<file path="config.mk">
export PLATFORM = sky130hd
export DESIGN_NAME = alu_seq_ctrl
export DESIGN_NICKNAME = d
export VERILOG_FILES = /design/src/rtl/alu_seq_ctrl.sv
export SDC_FILE = /design/constraint.sdc
export NUM_CORES = 1
export LEC_CHECK = 0
export CORE_AREA = 2 2 110 112
export CTS_CLUSTER_DIAMETER = 30
export CTS_CLUSTER_SIZE = 24
export DETAILED_ROUTE_END_ITERATION = 10
export DIE_AREA = 0 0 112 114
export GPL_TIMING_DRIVEN = 0
export MAX_ROUTING_LAYER = met4
export PLACE_DENSITY = 0.94
export SYNTH_ARGS = -nofsm -noshare
export SYNTH_HDL_FRONTEND = slang
export SYNTH_SLANG_ARGS = --single-unit
export TNS_END_PERCENT = 10
</file>
<file path="constraint.sdc">
create_clock -name clk -period 3.1 [get_ports clk]
set_input_delay 0.62 -clock clk [delete_from_list [all_inputs] [get_ports clk]]
set_output_delay 0.62 -clock clk [all_outputs]
set_load 0.1 [all_outputs]
</file>
<file path="src/rtl/alu_seq_ctrl.sv">
// alu_seq_ctrl: program sequencer for the combinational ALU.
// Fetches instruction words from a synchronous ROM, reads two operands from a
// synchronous-read RAM, presents them with the opcode to the ALU and writes the
// ALU result back to RAM. Instruction = {op[3:0], src1, src2, dst}.
module alu_seq_ctrl #(
  parameter int unsigned AW       = 4,
  parameter int unsigned PC_W     = 6,
  parameter int unsigned PROG_LEN = 16
) (
  input  logic              clk,
  input  logic              rst_n,
  input  logic              start,
  output logic              busy,
  output logic              done,
  output logic              err,
  output logic              zf,
  output logic [PC_W-1:0]   irom_addr,
  input  logic [4+3*AW-1:0] irom_data,
  output logic [AW-1:0]     ram_raddr1,
  output logic [AW-1:0]     ram_raddr2,
  input  logic [31:0]       ram_rdata1,
  input  logic [31:0]       ram_rdata2,
  output logic              ram_we,
  output logic [AW-1:0]     ram_waddr,
  output logic [31:0]       ram_wdata,
  output logic [3:0]        sel_op,
  output logic [31:0]       d_ROM1,
  output logic [31:0]       d_ROM2,
  input  logic [31:0]       s_ALU
);

  localparam int unsigned IW = 4 + 3 * AW;
  localparam logic [PC_W-1:0] LAST_PC = PC_W'(PROG_LEN - 1);

  localparam logic [3:0] OP_HALT = 4'b0000;
  localparam logic [3:0] OP_DIV  = 4'b0111;
  localparam logic [3:0] OP_MIN  = 4'b0100;
  localparam logic [3:0] OP_MAX  = 4'b1101;

  typedef enum logic [2:0] {
    S_IDLE,
    S_FETCH,
    S_DECODE,
    S_READ,
    S_EXEC,
    S_WRITE,
    S_DONE
  } state_t;

  state_t state_q, state_d;

  logic [PC_W-1:0] pc_q, pc_d;
  logic [IW-1:0]   instr_q, instr_d;
  logic [31:0]     d_rom1_q, d_rom1_d;
  logic [31:0]     d_rom2_q, d_rom2_d;
  logic [3:0]      sel_op_q, sel_op_d;
  logic [31:0]     result_q, result_d;
  logic            wr_ok_q, wr_ok_d;
  logic            err_q, err_d;
  logic            zf_q, zf_d;

  // Instruction fields, both from the live ROM word (DECODE) and the latched copy
  logic [3:0]    rom_op;
  logic [AW-1:0] rom_src1, rom_src2;
  logic [3:0]    ins_op;
  logic [AW-1:0] ins_src1, ins_src2, ins_dst;

  logic op_legal;
  logic div_zero;

  assign rom_op   = irom_data[IW-1 -: 4];
  assign rom_src1 = irom_data[3*AW-1 -: AW];
  assign rom_src2 = irom_data[2*AW-1 -: AW];
  assign ins_op   = instr_q[IW-1 -: 4];
  assign ins_src1 = instr_q[3*AW-1 -: AW];
  assign ins_src2 = instr_q[2*AW-1 -: AW];
  assign ins_dst  = instr_q[AW-1:0];

  assign op_legal = (sel_op_q >= OP_MIN) && (sel_op_q <= OP_MAX);
  assign div_zero = (sel_op_q == OP_DIV) && (d_rom2_q == '0);

  // State and datapath registers
  always_ff @(posedge clk or negedge rst_n) begin
    if (!rst_n) begin
      state_q  <= S_IDLE;
      pc_q     <= '0;
      instr_q  <= '0;
      d_rom1_q <= '0;
      d_rom2_q <= '0;
      sel_op_q <= '0;
      result_q <= '0;
      wr_ok_q  <= 1'b0;
      err_q    <= 1'b0;
      zf_q     <= 1'b0;
    end else begin
      state_q  <= state_d;
      pc_q     <= pc_d;
      instr_q  <= instr_d;
      d_rom1_q <= d_rom1_d;
      d_rom2_q <= d_rom2_d;
      sel_op_q <= sel_op_d;
      result_q <= result_d;
      wr_ok_q  <= wr_ok_d;
      err_q    <= err_d;
      zf_q     <= zf_d;
    end
  end

  // Next-state selection
  always_comb begin
    state_d = state_q;
    unique case (state_q)
      S_IDLE:   if (start) state_d = S_FETCH;
      S_FETCH:  state_d = S_DECODE;
      S_DECODE: state_d = (rom_op == OP_HALT) ? S_DONE : S_READ;
      S_READ:   state_d = S_EXEC;
      S_EXEC:   state_d = S_WRITE;
      S_WRITE:  state_d = (pc_q == LAST_PC) ? S_DONE : S_FETCH;
      S_DONE:   state_d = S_IDLE;
      default:  state_d = S_IDLE;
    endcase
  end

  // Datapath register updates per state
  always_comb begin
    pc_d     = pc_q;
    instr_d  = instr_q;
    d_rom1_d = d_rom1_q;
    d_rom2_d = d_rom2_q;
    sel_op_d = sel_op_q;
    result_d = result_q;
    wr_ok_d  = wr_ok_q;
    err_d    = err_q;
    zf_d     = zf_q;
    unique case (state_q)
      S_IDLE: begin
        if (start) begin
          pc_d  = '0;
          err_d = 1'b0;
        end
      end
      S_DECODE: begin
        instr_d = irom_data;
      end
      S_READ: begin
        d_rom1_d = ram_rdata1;
        d_rom2_d = ram_rdata2;
        sel_op_d = ins_op;
      end
      S_EXEC: begin
        result_d = s_ALU;
        wr_ok_d  = op_legal && !div_zero;
        if (!(op_legal && !div_zero)) err_d = 1'b1;
      end
      S_WRITE: begin
        if (wr_ok_q) zf_d = (result_q == '0);
        // End-of-program test uses the pre-increment pc, so a full-size
        // program reaches DONE before the natural PC_W-bit wrap matters.
        pc_d = pc_q + PC_W'(1);
      end
      S_DONE: begin
        pc_d = '0;
      end
      default: ;
    endcase
  end

  // Output decode
  always_comb begin
    busy       = (state_q != S_IDLE);
    done       = (state_q == S_DONE);
    ram_we     = (state_q == S_WRITE) && wr_ok_q;
    irom_addr  = pc_q;
    // Read addresses come straight from the ROM word in DECODE so the RAM
    // data is ready in READ; afterwards they hold the latched instruction.
    ram_raddr1 = (state_q == S_DECODE) ? rom_src1 : ins_src1;
    ram_raddr2 = (state_q == S_DECODE) ? rom_src2 : ins_src2;
    ram_waddr  = ins_dst;
    ram_wdata  = result_q;
    sel_op     = sel_op_q;
    d_ROM1     = d_rom1_q;
    d_ROM2     = d_rom2_q;
    err        = err_q;
    zf         = zf_q;
  end

endmodule

</file>
# --- Yosys cells after proc, flatten, opt, wreduce, memory -nomap -nowiden ---
# Cells that the tools add are included.
op_classes:
  addsub: 1
  n_lt_le_gt_ge: 2
  n_eq_ne: 10
  muxes: 11
  reduce_logical: 15
op_table:
  columns: ["op", "n"]
  rows:
  - ["32-bit zero test", 2]
  - ["3-bit case mux with 6 select lines", 1]
  - ["6-bit case mux with 3 select lines", 1]
  - ["3-bit equality test (second input constant)", 3]
  - ["3-bit 2-to-1 mux", 3]
  - ["4-bit 2-to-1 mux", 2]
  - ["6-bit by 1-bit adder with 6-bit output (second input constant)", 1]
  - ["3-bit by 2-bit equality test with 1-bit output (second input constant)", 2]
  - ["6-bit by 4-bit equality test with 1-bit output (second input constant)", 1]
  - ["6-bit 2-to-1 mux", 1]
  - ["3-bit nonzero test", 2]
  - ["4-bit by 3-bit equality test with 1-bit output (second input constant)", 1]
  - ["4-bit by 3-bit >= comparator with 1-bit output (second input constant)", 1]
  - ["4-bit less-or-equal comparator (second input constant)", 1]
  - ["1-bit logical AND", 4]
  - ["4-bit zero test", 1]
  - ["2-bit != test (second input constant)", 2]
  - ["2-bit AND reduction", 2]
  - ["3-bit by 1-bit equality test with 1-bit output (second input constant)", 1]
  - ["3-bit zero test", 1]
  - ["3-bit AND reduction", 1]
  - ["1-bit 2-to-1 mux", 2]
  - ["1-bit case mux with 2 select lines", 1]
  - ["2-bit nonzero test", 1]
  - ["1-bit zero test", 1]
word_totals:
  register_bits: 128
  inputBits: 115

# --- Longest topological paths before layout ---
depth:
  depth_word: 6
  ltp_mapped: 6
  mapped_depth_nobuf: 5

# --- Least setup slack after synthesis ---
# OpenSTA, ideal clock, no wires.
synth_path:
  path_type: "register to output"
  start: "register state_q[0]"
  end: "output port done"
  t_arrival_ps: 1975
  required_ps: 2480
  path_slack_ps: 505
  path_stages_with_launch: 4
  cell_sequence: "dfrtp_1 buf_2 nand2b_1 nor2_1"
synth_via:
  elab_chain_cells: 1
synth_lines:
  columns: ["item", "line_no", "text"]
  rows:
  - ["start: declaration", "50", "state_t state_q, state_d;"]
  - ["start signal: assignment", "96", "state_q <= state_d;"]
  - ["3-bit equality test", "171", "done = (state_q == S_DONE);"]
  - ["end: declaration", "14", "output logic done,"]
# No other way between the ends.

# --- Final worst setup path ---
layout_path:
  start: "register state_q[0]"
  end: "output port ram_raddr1[0]"
layout_via:
  elab_chain_cells: 2
layout_lines:
  columns: ["item", "line_no", "text"]
  rows:
  - ["3-bit by 2-bit equality test with 1-bit output", "176", "ram_raddr1 = (state_q == S_DECODE) ? rom_src1 : ins_src1;"]
  - ["4-bit 2-to-1 mux", "176", null]
  - ["end: declaration", "19", "output logic [AW-1:0] ram_raddr1,"]
# No other way between the ends.

==> qor.txt <==
Setup crit end kind: primary output
fin crit period: 3250 ps
WL final: 14000 um
Num CTS Buffers: 17
Die ar.: 12800 um2
Hold Fails Final Rpt: 0
Mapped Area: 5150 um2
status: finished, violations left
RSZ-0062 raised after global routing: yes
drt via density: 5.12
first-pass GRT wire length: 21800 um
cell family with most CP delay: buffers and inverters
CP max FO: 10
Port-buffer cells: 237
Hold WS: 61.8 ps
Setup CP Type: reg2out
fin worst setup slack: -152 ps
Hold WC Path Type: in2async
synth unique cells: 36
most frequent cells in the layout: clkdlybuf4s50_1, dfrtp_1, mux2_2
postcts setup bufs: 0
Mean Syn Cell Area: 15.1 um2
Clock Sinks: 128
syn nets: 458
Area Growth Syn to Fin: 61.4%
row count: 40
placed inst area: 7730 um2
drt first-iter violations: 174
share of layout cells above drive strength 1: 27.7%
worst skew pair latency: 410 ps
die height: 114 um
Seq/Total Area, Yosys: 62.2%
most common cell after layout, fill and taps aside: clkdlybuf4s50_1
RePlAce Congestion: 0.845
slowest cell on the critical path: dlygate4sd2_1
H-tree depth: 4
antenna cell count: 0
WL/cell: 18.5 um
total number of vias: 3883
vias in the first global route: 4186
largest net degree at the start of global routing: 108
Finished Layout Cells: 758
stages on the worst setup path: 5
max frequency: 0.307 GHz
Tcrit/Tclk final: 105%
initial antenna violation count: 0
Die W: 112 um
Synth area leader: dfrtp_1
final setup fails: 7
worst r2r path cells: 6
post-route cell area: 8310 um2
violated checks: negative setup slack
CP Capture Point: ram_raddr1[0]
# nets final: 715
drt first pass iters: 4
CTS tree: yes
crit-path cells: buf_2 > nor3_2 > buf_4 > mux2_2 > dlygate4sd2_1
Initial Utilization: 44.0%
clk_skew: 4.30 ps
Max-Cap Viols: 0
Worst-path clk slew: 50 ps
fillers: 801
Yosys warnings: 0
worst path buffer plus inverter count: 3
arrival time worst endpoint: 2630 ps
FF-to-FF End: err
Worst Setup Start Kind: register
Slew @ Worst Pin: 1020 ps
critical path required time: 2480 ps
Synth top area share: 62.2%
Slew Limit Fails: 0
Critical Path Source: state_q[0]
Synth Flop Type: dfrtp_1
post-route ant nets: 0
Post-synth EDFFs: 0
clk root buf: clkbuf_16
placed cells: 727
synth top area cells: dfrtp_1, mux2_2, nor4_1
CTS max path bufs: 2
detailed-route DRC error count: 0
Slew HR: 31.5%
Synth Instances: 342
setup slack, reg-to-reg: 1280 ps
Async SR Flop Fraction: 100%
I/O pin cnt: 238
HPWL Detailed: 10200 um
FF+latch count, synth: 128
Tot GR Track Use: 22.7%
reg-to-reg startpoint: state_q[1]
total gr overflow: 0
critical path's largest stage delay: 870 ps
Core Area: 11700 um2
CTS Hold Buffers Added: 0
-- kinds of logic (layout without fill, tap and decap cells) --
group	after synthesis	count (layout)	share of synthesized area (%)
AND/OR/NAND/NOR	53	53	6.10
adder cells (fa/ha/maj)	1	1	0.243
buffers and inverters	22	291	2.92
flip-flops	128	128	62.2
multiplexers	117	117	25.9
AO/OA/AOI/OAI	21	21	2.63
-- sequential cells by signal (all words and copies together), names as in the netlist --
| signal | count |
|---|---|
| zf | 1 |
| ram_wdata | 32 |
| instr_q | 16 |
| d_ROM1 | 32 |
| wr_ok_q | 1 |
| sel_op | 4 |
| irom_addr | 6 |
| state_q | 3 |
| err | 1 |
| d_ROM2 | 32 |
-- layer usage --
layer	GRT usage, %	share of wire (%)	vias to the layer above
met2	37.7	52	169
li1	-	-	1762
met3	6.38	6.1	23
met5	-	0	-
met4	9.02	1.9	0
met1	26.3	40	1929
-- worst min path at each step --
stage | start | to | slack [ps] | cells past startpoint
6_report | rst_n | instr_q[10] | 60 | 1
5_1_grt | rst_n | instr_q[6] | 60 | 1
4_1_cts | rst_n | instr_q[9] | 50 | 1
3_5_place_dp | instr_q[7] | instr_q[7] | 480 | 1
3_3_place_gp | instr_q[4] | instr_q[4] | 480 | 1
2_1_floorplan | rst_n | d_ROM1[0] | 320 | 0
-- what timing repair did --
item                                    4_1_cts  5_1_grt
cloned                                        0        0
resized for setup                            10        3
endpoints found under the setup margin       10        9
-- synthesized netlist by cell type, drive strengths merged (2+ instances only) --
cell type / instances
nor2: 7
mux2: 117
nand3: 3
nand3b: 3
o21ai: 10
inv: 2
o31ai: 4
nor4: 16
dfrtp: 128
a22o: 2
nand2: 6
nand4: 5
buf: 20
nor3: 3
and3: 2
-- area by class of cell --
type / count / area (um2) / area share (%)
tap: 147 / 184 / 2.21
clock buffer: 25 / 485 / 5.84
inverter: 2 / 10.0 / 0.120
sequential: 128 / 3200 / 38.6
timing repair buffer: 238 / 2390 / 28.7
multi-input combinational: 192 / 1790 / 21.6
clock inverter: 6 / 105 / 1.27
buffer: 20 / 140 / 1.69
-- worst register-to-register path: stages, from the launching register on --
cell	delay, ps
dfrtp_1	370
buf_6	140
nor3b_1	220
buf_4	240
nand4_1	110
nor3_1	490
a221o_1	180
-- metrics by stage --
step	worst slack, ps	util, %	TNS, ps
final	-152	70.9	-920
after global routing	-256	70.9	-1710
after CTS	-178	71.0	-1300
after detailed placement	35.8	66.0	0
after global placement	-3260	65.8	-416260
after floorplan	505	-	0
Power is not shown: default switching activity piles up to over one toggle a cycle in this logic, so the estimate is an artifact.
